===== src/rtl/mem_loader.sv =====
// Byte-stream program loader for the multi-cycle MIPS: assembles big-endian words, writes memory, releases CPU reset.
// Optional trailing XOR checksum byte enabled by defining LOADER_CHECKSUM_EN.
module mem_loader #(
  parameter int unsigned ADDR_WIDTH = 10,
  parameter int unsigned DEPTH      = 1024
) (
  input  logic                  clk,
  input  logic                  rst,
  input  logic                  start,
  input  logic [7:0]            rx_data,
  input  logic                  rx_valid,
  output logic                  rx_ready,
  output logic                  mem_we,
  output logic [ADDR_WIDTH-1:0] mem_addr,
  output logic [31:0]           mem_wdata,
  output logic                  cpu_rstn,
  output logic                  busy,
  output logic                  done,
  output logic                  err
);

  localparam int unsigned LEN_W  = 16;
  localparam int unsigned WORD_W = 32;
  localparam int unsigned BYTE_W = 8;
  localparam int unsigned BCNT_W = 2;

  typedef enum logic [2:0] {
    S_IDLE   = 3'd0,
    S_LEN_HI = 3'd1,
    S_LEN_LO = 3'd2,
    S_DATA   = 3'd3,
    S_WRITE  = 3'd4,
    S_DONE   = 3'd5,
    S_ERR    = 3'd6
`ifdef LOADER_CHECKSUM_EN
    ,S_CSUM  = 3'd7
`endif
  } state_e;

  state_e                  state_q, state_d;
  logic [LEN_W-1:0]        len_q, len_d;
  logic [LEN_W-1:0]        word_cnt_q, word_cnt_d;
  logic [BCNT_W-1:0]       byte_cnt_q, byte_cnt_d;
  logic [ADDR_WIDTH-1:0]   addr_q, addr_d;
  logic [WORD_W-1:0]       wdata_q, wdata_d;
  logic                    rx_ready_q, rx_ready_d;
  logic                    mem_we_q, mem_we_d;
  logic                    cpu_rstn_q, cpu_rstn_d;
  logic                    busy_q, busy_d;
  logic                    done_q, done_d;
  logic                    err_q, err_d;
  logic                    xfer_c;
  logic [LEN_W-1:0]        len_full_c;
  logic [LEN_W-1:0]        word_cnt_inc_c;
  state_e                  end_state_c;
`ifdef LOADER_CHECKSUM_EN
  logic [BYTE_W-1:0]       csum_q, csum_d;
`endif

  assign xfer_c         = rx_valid && rx_ready_q;
  assign len_full_c     = {len_q[LEN_W-1:BYTE_W], rx_data};
  assign word_cnt_inc_c = word_cnt_q + LEN_W'(1);

  // Where a load goes once all words are written (or immediately for N==0).
`ifdef LOADER_CHECKSUM_EN
  assign end_state_c = S_CSUM;
`else
  assign end_state_c = S_DONE;
`endif

  // State and registered outputs.
  always_ff @(posedge clk) begin
    if (rst) begin
      state_q    <= S_IDLE;
      len_q      <= '0;
      word_cnt_q <= '0;
      byte_cnt_q <= '0;
      addr_q     <= '0;
      wdata_q    <= '0;
      rx_ready_q <= 1'b0;
      mem_we_q   <= 1'b0;
      cpu_rstn_q <= 1'b0;
      busy_q     <= 1'b0;
      done_q     <= 1'b0;
      err_q      <= 1'b0;
`ifdef LOADER_CHECKSUM_EN
      csum_q     <= '0;
`endif
    end else begin
      state_q    <= state_d;
      len_q      <= len_d;
      word_cnt_q <= word_cnt_d;
      byte_cnt_q <= byte_cnt_d;
      addr_q     <= addr_d;
      wdata_q    <= wdata_d;
      rx_ready_q <= rx_ready_d;
      mem_we_q   <= mem_we_d;
      cpu_rstn_q <= cpu_rstn_d;
      busy_q     <= busy_d;
      done_q     <= done_d;
      err_q      <= err_d;
`ifdef LOADER_CHECKSUM_EN
      csum_q     <= csum_d;
`endif
    end
  end

  // Next-state and datapath updates.
  always_comb begin
    state_d    = state_q;
    len_d      = len_q;
    word_cnt_d = word_cnt_q;
    byte_cnt_d = byte_cnt_q;
    addr_d     = addr_q;
    wdata_d    = wdata_q;
`ifdef LOADER_CHECKSUM_EN
    csum_d     = csum_q;
`endif

    case (state_q)
      S_IDLE, S_DONE, S_ERR: begin
        if (start) begin
          state_d    = S_LEN_HI;
          len_d      = '0;
          word_cnt_d = '0;
          byte_cnt_d = '0;
          addr_d     = '0;
`ifdef LOADER_CHECKSUM_EN
          csum_d     = '0;
`endif
        end
      end
      S_LEN_HI: begin
        if (xfer_c) begin
          len_d   = {rx_data, len_q[BYTE_W-1:0]};
          state_d = S_LEN_LO;
        end
      end
      S_LEN_LO: begin
        if (xfer_c) begin
          len_d = len_full_c;
          if (len_full_c == '0) begin
            state_d = end_state_c;
          end else if (32'(len_full_c) > DEPTH) begin
            state_d = S_ERR;
          end else begin
            state_d = S_DATA;
          end
        end
      end
      S_DATA: begin
        if (xfer_c) begin
          wdata_d    = {wdata_q[WORD_W-BYTE_W-1:0], rx_data};
          byte_cnt_d = byte_cnt_q + BCNT_W'(1);
`ifdef LOADER_CHECKSUM_EN
          csum_d     = csum_q ^ rx_data;
`endif
          if (byte_cnt_q == BCNT_W'(3)) begin
            state_d = S_WRITE;
          end
        end
      end
      S_WRITE: begin
        // Strobe is already out this cycle with the pre-increment address.
        addr_d     = addr_q + ADDR_WIDTH'(1);
        word_cnt_d = word_cnt_inc_c;
        state_d    = (word_cnt_inc_c == len_q) ? end_state_c : S_DATA;
      end
`ifdef LOADER_CHECKSUM_EN
      S_CSUM: begin
        if (xfer_c) begin
          state_d = (rx_data == csum_q) ? S_DONE : S_ERR;
        end
      end
`endif
      default: state_d = S_IDLE;
    endcase
  end

  // Outputs are decoded from the next state so they line up with the state register.
  always_comb begin
    rx_ready_d = 1'b0;
    mem_we_d   = 1'b0;
    cpu_rstn_d = 1'b0;
    busy_d     = 1'b0;
    done_d     = 1'b0;
    err_d      = 1'b0;
    case (state_d)
      S_LEN_HI, S_LEN_LO, S_DATA: begin
        rx_ready_d = 1'b1;
        busy_d     = 1'b1;
      end
      S_WRITE: begin
        mem_we_d = 1'b1;
        busy_d   = 1'b1;
      end
`ifdef LOADER_CHECKSUM_EN
      S_CSUM: begin
        rx_ready_d = 1'b1;
        busy_d     = 1'b1;
      end
`endif
      S_DONE: begin
        done_d     = 1'b1;
        cpu_rstn_d = 1'b1;
      end
      S_ERR:   err_d = 1'b1;
      default: ;
    endcase
  end

  assign rx_ready  = rx_ready_q;
  assign mem_we    = mem_we_q;
  assign mem_addr  = addr_q;
  assign mem_wdata = wdata_q;
  assign cpu_rstn  = cpu_rstn_q;
  assign busy      = busy_q;
  assign done      = done_q;
  assign err       = err_q;

endmodule


===== config.mk =====
export PLATFORM = sky130hd
export DESIGN_NAME = mem_loader
export DESIGN_NICKNAME = d
export VERILOG_FILES = /design/src/rtl/mem_loader.sv
export SDC_FILE = /design/constraint.sdc
export NUM_CORES = 1
export LEC_CHECK = 0
export CAP_MARGIN = 20
export CORE_MARGIN = 2
export CORE_UTILIZATION = 54
export CTS_CLUSTER_DIAMETER = 100
export DETAILED_ROUTE_END_ITERATION = 6
export PLACE_DENSITY = 0.79
export SETUP_SLACK_MARGIN = 0.4
export SLEW_MARGIN = 20
export SYNTH_ARGS = -nofsm -noshare
export SYNTH_HDL_FRONTEND = slang
export SYNTH_SLANG_ARGS = --single-unit

===== constraint.sdc =====
create_clock -name clk -period 2.7 [get_ports clk]
set_clock_uncertainty 0.15 [all_clocks]
set_input_delay 0.54 -clock clk [delete_from_list [all_inputs] [get_ports clk]]
set_output_delay 0.54 -clock clk [all_outputs]
set_load 0.02 [all_outputs]

==> results.md, run 1 <==
* Status: completed
* Final Hold Viols at 0
* CTS Hold Bufs at 0
* Share of flip-flops with an asynchronous set or reset at 0%
* Leading area contributor after synthesis: dfxtp_1
* Worst EP required at 2.82 ns
* Post-Synth XOR/XNOR Area at 4.54%
* WS Path Type: register to register
* Top-count cell post-synth: nand2_1
* Cells after Synth at 526
* Final net count at 606
* PwrDens at 452 nW/um^2
* Post-Synth Simple-Gate Area at 29.6%
* Routed WL per cell at 15.7 um
* RR Endpoint: busy
* Synth Flop Type: dfxtp_1
* Worst-case clock buffer depth at 2
* Die Span Y at 90.6 um
* WP data arrival at 2.46 ns
* R2R Setup Slk at 0.36 ns
* Vias per cell at 5.82
* Share of layout cells above drive strength 1 at 16.6%
* Final Critical Period at 2.34 ns
* Top Usage Layer GRT: met2
* Die area at 8210 sq um
* Leak pwr at 1.83 nW
* Initial antenna violation count at 0
* Rows at 31
* Commonest cells in the netlist: 98 x nand2_1, 85 x a21oi_1, 84 x dfxtp_1
* # clock sinks at 84
* Share of the synthesized area in the top cell type at 41.5%
* Aggregate global-route resource usage at 27.3%
* Skew-Pair Late Insertion Delay at 0.37 ns
* First-pass GRT wire length at 18.2 mm
* Yosys reg bits at 84
* WHS Path Cells at 2
* Worst R2R Start: len_q[11]
* Overflow after GRT at 0
* DP Cell Count at 672
* Met2 track demand over resource at 41.5%
* Routed WL at 10.9 mm
* EDFF count, synth at 0
* Area grow syn2layout at 31.0%
* Fmax at 0.427 GHz
* Synth Area in Compound Gates at 18.4%
* Largest cells by area after synthesis: dfxtp_1 42%, a21oi_1 11%, nand2_1 9.1%
* Unique masters post-synth at 53
* FF-to-FF path depth at 8
* Hold endpoint: mem_wdata[28]
* Largest net degree at the start of global routing at 64
* M3 GR Usage at 8.68%
* Iteration-0 DRC count of the detailed router at 261
* Routed Antenna Nets at 0
* Port Buffers at 59
* Maximum vdd drop at 459 uV
* CTS tree: done
* DR vias at 4045
* Syn. warnings at 0
* Setup Viol. Count Final at 0
* Unrepaired setup endpoints after global routing: true
* Number of buffers created by CTS at 9
* GPL Wtd Cong at 0.882
* Slew margin rel. at 58.3%
* Critical path launch point type: register
* H-tree depth at 3
* Tcrit/Tclk final at 86.7%
* Synth Net Count at 541
* Initial Util at 55.8%
* Worst-Margin Slew at 0.626 ns
* Post-route DRC at 0
* Post-synthesis mux area share at 0.525%
* Synthesized area at 4050 sq um
* Sequential area share after synthesis at 41.5%
* Dpl hpwl at 7.28 mm
* GR Layer Usage met1 at 36.3%
* Synth Area per Inst at 7.70 sq um
* Core Region at 7250 sq um
* Place WS at -0.118 ns
* Antenna Cells at 0
* Largest family of logic cells by synthesized area: simple AND/OR/NAND/NOR gates
* I/O pins at 60
* Slew Viols, Final at 0
* Crit Path Max Fanout at 3
* Die span in x at 90.6 um
* Hold crit path type: register to register
* Max_cap viols at 0
* Crit path capture type: register
* Vias in the first global route at 3839
* First-pass iteration count of the detailed router at 6
* Clk root buf: clkbuf_8
* Final Non-Filler Cells at 695
* Final setup margin at 0.359 ns
* Hold Crit Start: mem_wdata[28]
* Adder-cell area share of the yosys netlist at 0.927%
* Worst-path clk slew at 0.10 ns
routing by layer:
layer,vias up,share of wire [%]
met5,-,0
met4,0,2.2
met3,26,8.9
met2,165,46
met1,1884,43
li1,1970,-
cells by family after synthesis:
family	count (synthesis)
xor gates and xnor gates	21
buffers and inverters	45
muxes	2
DFF	84
and+or+nand+nor	238
adders and majority gates	3
AOI/OAI and AO/OA	133
state kept, by name, summed over array words and instances (netlist names):
signal / cells
busy: 1
mem_wdata: 32
state_q: 3
word_cnt_q: 16
mem_addr: 10
byte_cnt_q: 2
err: 1
rx_ready: 1
len_q: 16
done: 1
mem_we: 1
worst max-delay path: stages (launching register included):
cell,delay [ns]
dfxtp_2,0.35
or4_4,0.57
nor4_4,0.14
nand4_1,0.13
a222oi_1,0.34
buf_4,0.19
a211o_1,0.12
a21oi_1,0.05
a31o_1,0.19
worst max-delay path by stage:
stage / endpoint / slack [ns] / start / cells after the start
floorplan: busy / 0.41 / len_q[12] / 7
global placement: done / -0.003 / rx_data[4] / 9
detailed placement: state_q[1] / -0.12 / rx_data[4] / 7
CTS: busy / 0.38 / state_q[1] / 7
global route: busy / 0.23 / word_cnt_q[5] / 9
finish: busy / 0.36 / len_q[11] / 8
layout make-up:
class	count	area, sq um
Clock buffer	9	124
Fill cell	541	1950
Timing Repair Buffer	93	852
Inverter	6	22.5
Sequential cell	84	1710
Tap cell	99	124
Clock inverter	7	76.3
Multi-Input combinational cell	397	2400
where the power goes:
part | internal (mW) | leakage [nW] | switching (mW)
combinational | 0.0938 | 1.04 | 0.129
clock | 0.368 | 0.103 | 0.541
sequential | 1.25 | 0.685 | 0.0182
stage by stage:
step	area [sq um]	util (%)	power, mW	hold WS (ns)	setup TNS [ns]
floorplan	4070	-	1.41	0.293	0
global placement	4820	66.4	1.49	0.294	-0.00333
detailed placement	4820	66.4	1.49	0.299	-0.250
CTS	5090	70.2	2.39	0.313	0
global route	5300	73.1	2.48	0.338	0
finish	5300	73.1	2.40	0.310	0
cell usage in the layout (no fill, tap or decap), drive strengths merged, types with 9 or more instances in the layout:
master         instances
nand3b                20
inv                   10
clkdlybuf4s50         55
nor2                  37
nand2                 98
xnor2                 16
a21oi                 85
dfxtp                 84
nand3                 17
o21ai                 22
clkbuf                 9
buf                   35
what timing repair did:
item	4_1_cts	5_1_grt
gates resized for setup	18	38
buffers inserted	2	5
setup endpoints to repair	10	10
pin swaps	4	15
Note: power is estimated with default switching activity, not from simulation.
==> inputs of run 2 (changes only) <==
Settings changed: TNS_END_PERCENT set to 10.
==> results.md, run 2 (same netlist as run 1, synthesis figures left out) <==
* Status: completed
* DR vias at 4007 (-0.94%)
* Slew Viols, Final at 0 (unchanged)
* Final Critical Period at 2.37 ns (+0.0275 ns)
* Core Region at 7250 sq um (unchanged)
* Iteration-0 DRC count of the detailed router at 208 (-20%)
* WHS at 0.309 ns (-0.000991 ns)
* RR Endpoint: done
* Antenna Cells at 0 (unchanged)
* DP Area at 4820 sq um (unchanged)
* Post-layout instance area at 5170 sq um (-2.6%)
* Area grow syn2layout at 27.6%
* First-pass GRT wire length at 18.1 mm (-0.57%)
* Largest register FFs at 32 (unchanged)
* Crit Path Max Fanout at 7 (+4)
* Critical path launch point type: register
* Slowest stage delay, CP at 0.40 ns (-0.17 ns)
* Combinational cell fraction of total power at 9.1% (-0.2 points)
* Die Span Y at 90.6 um (unchanged)
* Aggregate global-route resource usage at 27.1% (-0.18 points)
* Skew-Pair Late Insertion Delay at 0.37 ns (about the same)
* Routed WL at 10.7 mm (-1.6%)
* Commonest non-fill, non-tap cell in the layout: nand2_1
* Family with the most delay on the worst path: compound AO/OA/AOI/OAI gates
* Number of fill cells in the layout at 572 (+5.7%)
* Die area at 8210 sq um (unchanged)
* Slew margin rel. at 58.2% (-0.090 points)
* P_int at 1.71 mW (about the same)
* Worst-Margin Slew at 0.627 ns (+0.00136 ns)
* Maximum vdd drop at 458 uV (-0.36%)
* Final net count at 601 (-0.83%)
* Clock power share at 38.1% (+0.2 points)
* WHS Path Cells at 2 (unchanged)
* Overall power at 2.40 mW (about the same)
* WP data arrival at 2.48 ns (+0.02 ns)
* PwrDens at 464 nW/um^2 (+2.7%)
* Unrepaired setup endpoints after global routing: true
* Crit-path most repeated cell: a21oi_2
* First-pass iteration count of the detailed router at 5 (-1)
* GPL Wtd Cong at 0.882 (unchanged)
* CP Cell Sequence: ha_1 > nand3_2 > buf_4 > o22ai_1 > o21ai_1 > a21oi_2 > nor4bb_4 > a21oi_2 > nor3b_1
* Die span in x at 90.6 um (unchanged)
* WS Path Type: register to register
* Max_cap viols at 0 (unchanged)
* Hold crit path type: register to register
* Setup Viol. Count Final at 0 (unchanged)
* Overflow after GRT at 0 (unchanged)
* Largest net degree at the start of global routing at 64 (unchanged)
* Worst-case clock buffer depth at 2 (unchanged)
* Net Sw Power at 0.689 mW (about the same)
* Sequential share of power at 52.8% (about the same)
* Worst R2R Start: word_cnt_q[0]
* Leak pwr at 1.71 nW (-6.3%)
* Vias in the first global route at 3835 (-0.10%)
* FF-to-FF path depth at 9 (+1)
* Port Buffers at 59 (unchanged)
* Tcrit/Tclk final at 87.7% (+1.0 points)
* R2R Setup Slk at 0.33 ns (-0.03 ns)
* Hold Crit Start: mem_wdata[28]
* Sw frac at 28.7% (about the same)
* Commonest cells after routing, fill and taps aside: 98 x nand2_1, 82 x a21oi_1, 75 x dfxtp_1
* Initial Util at 55.8% (unchanged)
* Crit-path slowest cell: dfxtp_2
* Clk root buf: clkbuf_8
* Final Non-Filler Cells at 690 (-0.72%)
* Crit path buffers/inverters at 1 (unchanged)
* Initial antenna violation count at 0 (unchanged)
* Routed Antenna Nets at 0 (unchanged)
* Post-route DRC at 0 (unchanged)
* DP Cell Count at 672 (unchanged)
* Worst-path clk slew at 0.10 ns (about the same)
* Crit path capture type: register
* Rows at 31 (unchanged)
* Hold endpoint: mem_wdata[28]
* H-tree depth at 3 (unchanged)
* Worst EP required at 2.81 ns (about the same)
* Dpl hpwl at 7.28 mm (unchanged)
* Number of buffers created by CTS at 9 (unchanged)
* Final Hold Viols at 0 (unchanged)
* CTS tree: done
* # clock sinks at 84 (unchanged)
* Routed WL per cell at 15.6 um (-0.86%)
* Share of layout cells above drive strength 1 at 13.7% (-2.9 points)
* Fmax at 0.422 GHz (-1.2%)
* CTS Hold Bufs at 0 (unchanged)
* Vias per cell at 5.81 (-0.22%)
* Worst Setup SP: word_cnt_q[0]
* I/O pins at 60 (unchanged)
[run 2: cell count changes in the layout (fill, tap and decap cells not counted), sizes merged]
cell / previous run / this run
clkdlybuf4s50: 55 / 58
dlymetal6s2s: 3 / 0
buf: 35 / 30
[run 2: how the worst max path moves through the flow]
| stage | cells after the start | to |
|---|---|---|
| floorplan | 7 | busy |
| global placement | 9 | done |
| detailed placement | 7 | state_q[1] |
| CTS | 8 | done |
| global route | 9 | done |
| finish | 9 | done |
[run 2: cell type report]
class	instances	area [sq um]	share of cell area (%)
multi-input combinational	397	2320	44.9
sequential	84	1700	32.9
timing repair buffer	88	803	15.5
clock buffer	9	124	2.40
tap	99	124	2.40
clock inverter	7	76.3	1.48
inverter	6	22.5	0.436
[run 2: timing repair]
action / 4_1_cts / 5_1_grt
resized for setup: 11 / 22
endpoints found under the setup margin: 10 / 14
pin swaps: 3 / 5
buffers inserted: 2 / 0
[run 2: worst register-to-register path: cells and delay by family (launching register included)]
family,cells,cell delay [ns]
AOI/OAI and AO/OA,4,0.97
DFF,1,0.40
and+or+nand+nor,3,0.32
adders and majority gates,1,0.20
buffers and inverters,1,0.20
[run 2: routing by layer]
| metal | GRT usage, % | part of all wire (%) | up-vias |
|---|---|---|---|
| met1 | 36.2 | 44 | 1877 |
| met2 | 40.9 | 46 | 149 |
| met3 | 8.76 | 8.2 | 24 |
| met4 | 10.5 | 1.8 | 0 |
| met5 | 0 | 0 | - |
| li1 | - | - | 1957 |
[run 2: metrics by stage]
step	worst slack (ns)	util (%)	TNS [ns]
2_1_floorplan	0.406	-	0
3_3_place_gp	-0.00263	66.4	-0.00333
3_5_place_dp	-0.118	66.4	-0.250
4_1_cts	0.347	69.8	0
5_1_grt	0.243	71.2	0
6_report	0.332	71.2	0
[run 2: power by group through the flow]
stage,Clock [mW],Combinational [mW],Sequential (mW)
final,0.914,0.218,1.27
after global routing,0.977,0.238,1.27
after CTS,0.918,0.204,1.26
after detailed placement,0,0.200,1.29
after global placement,0,0.197,1.29
after floorplan,0,0.122,1.29
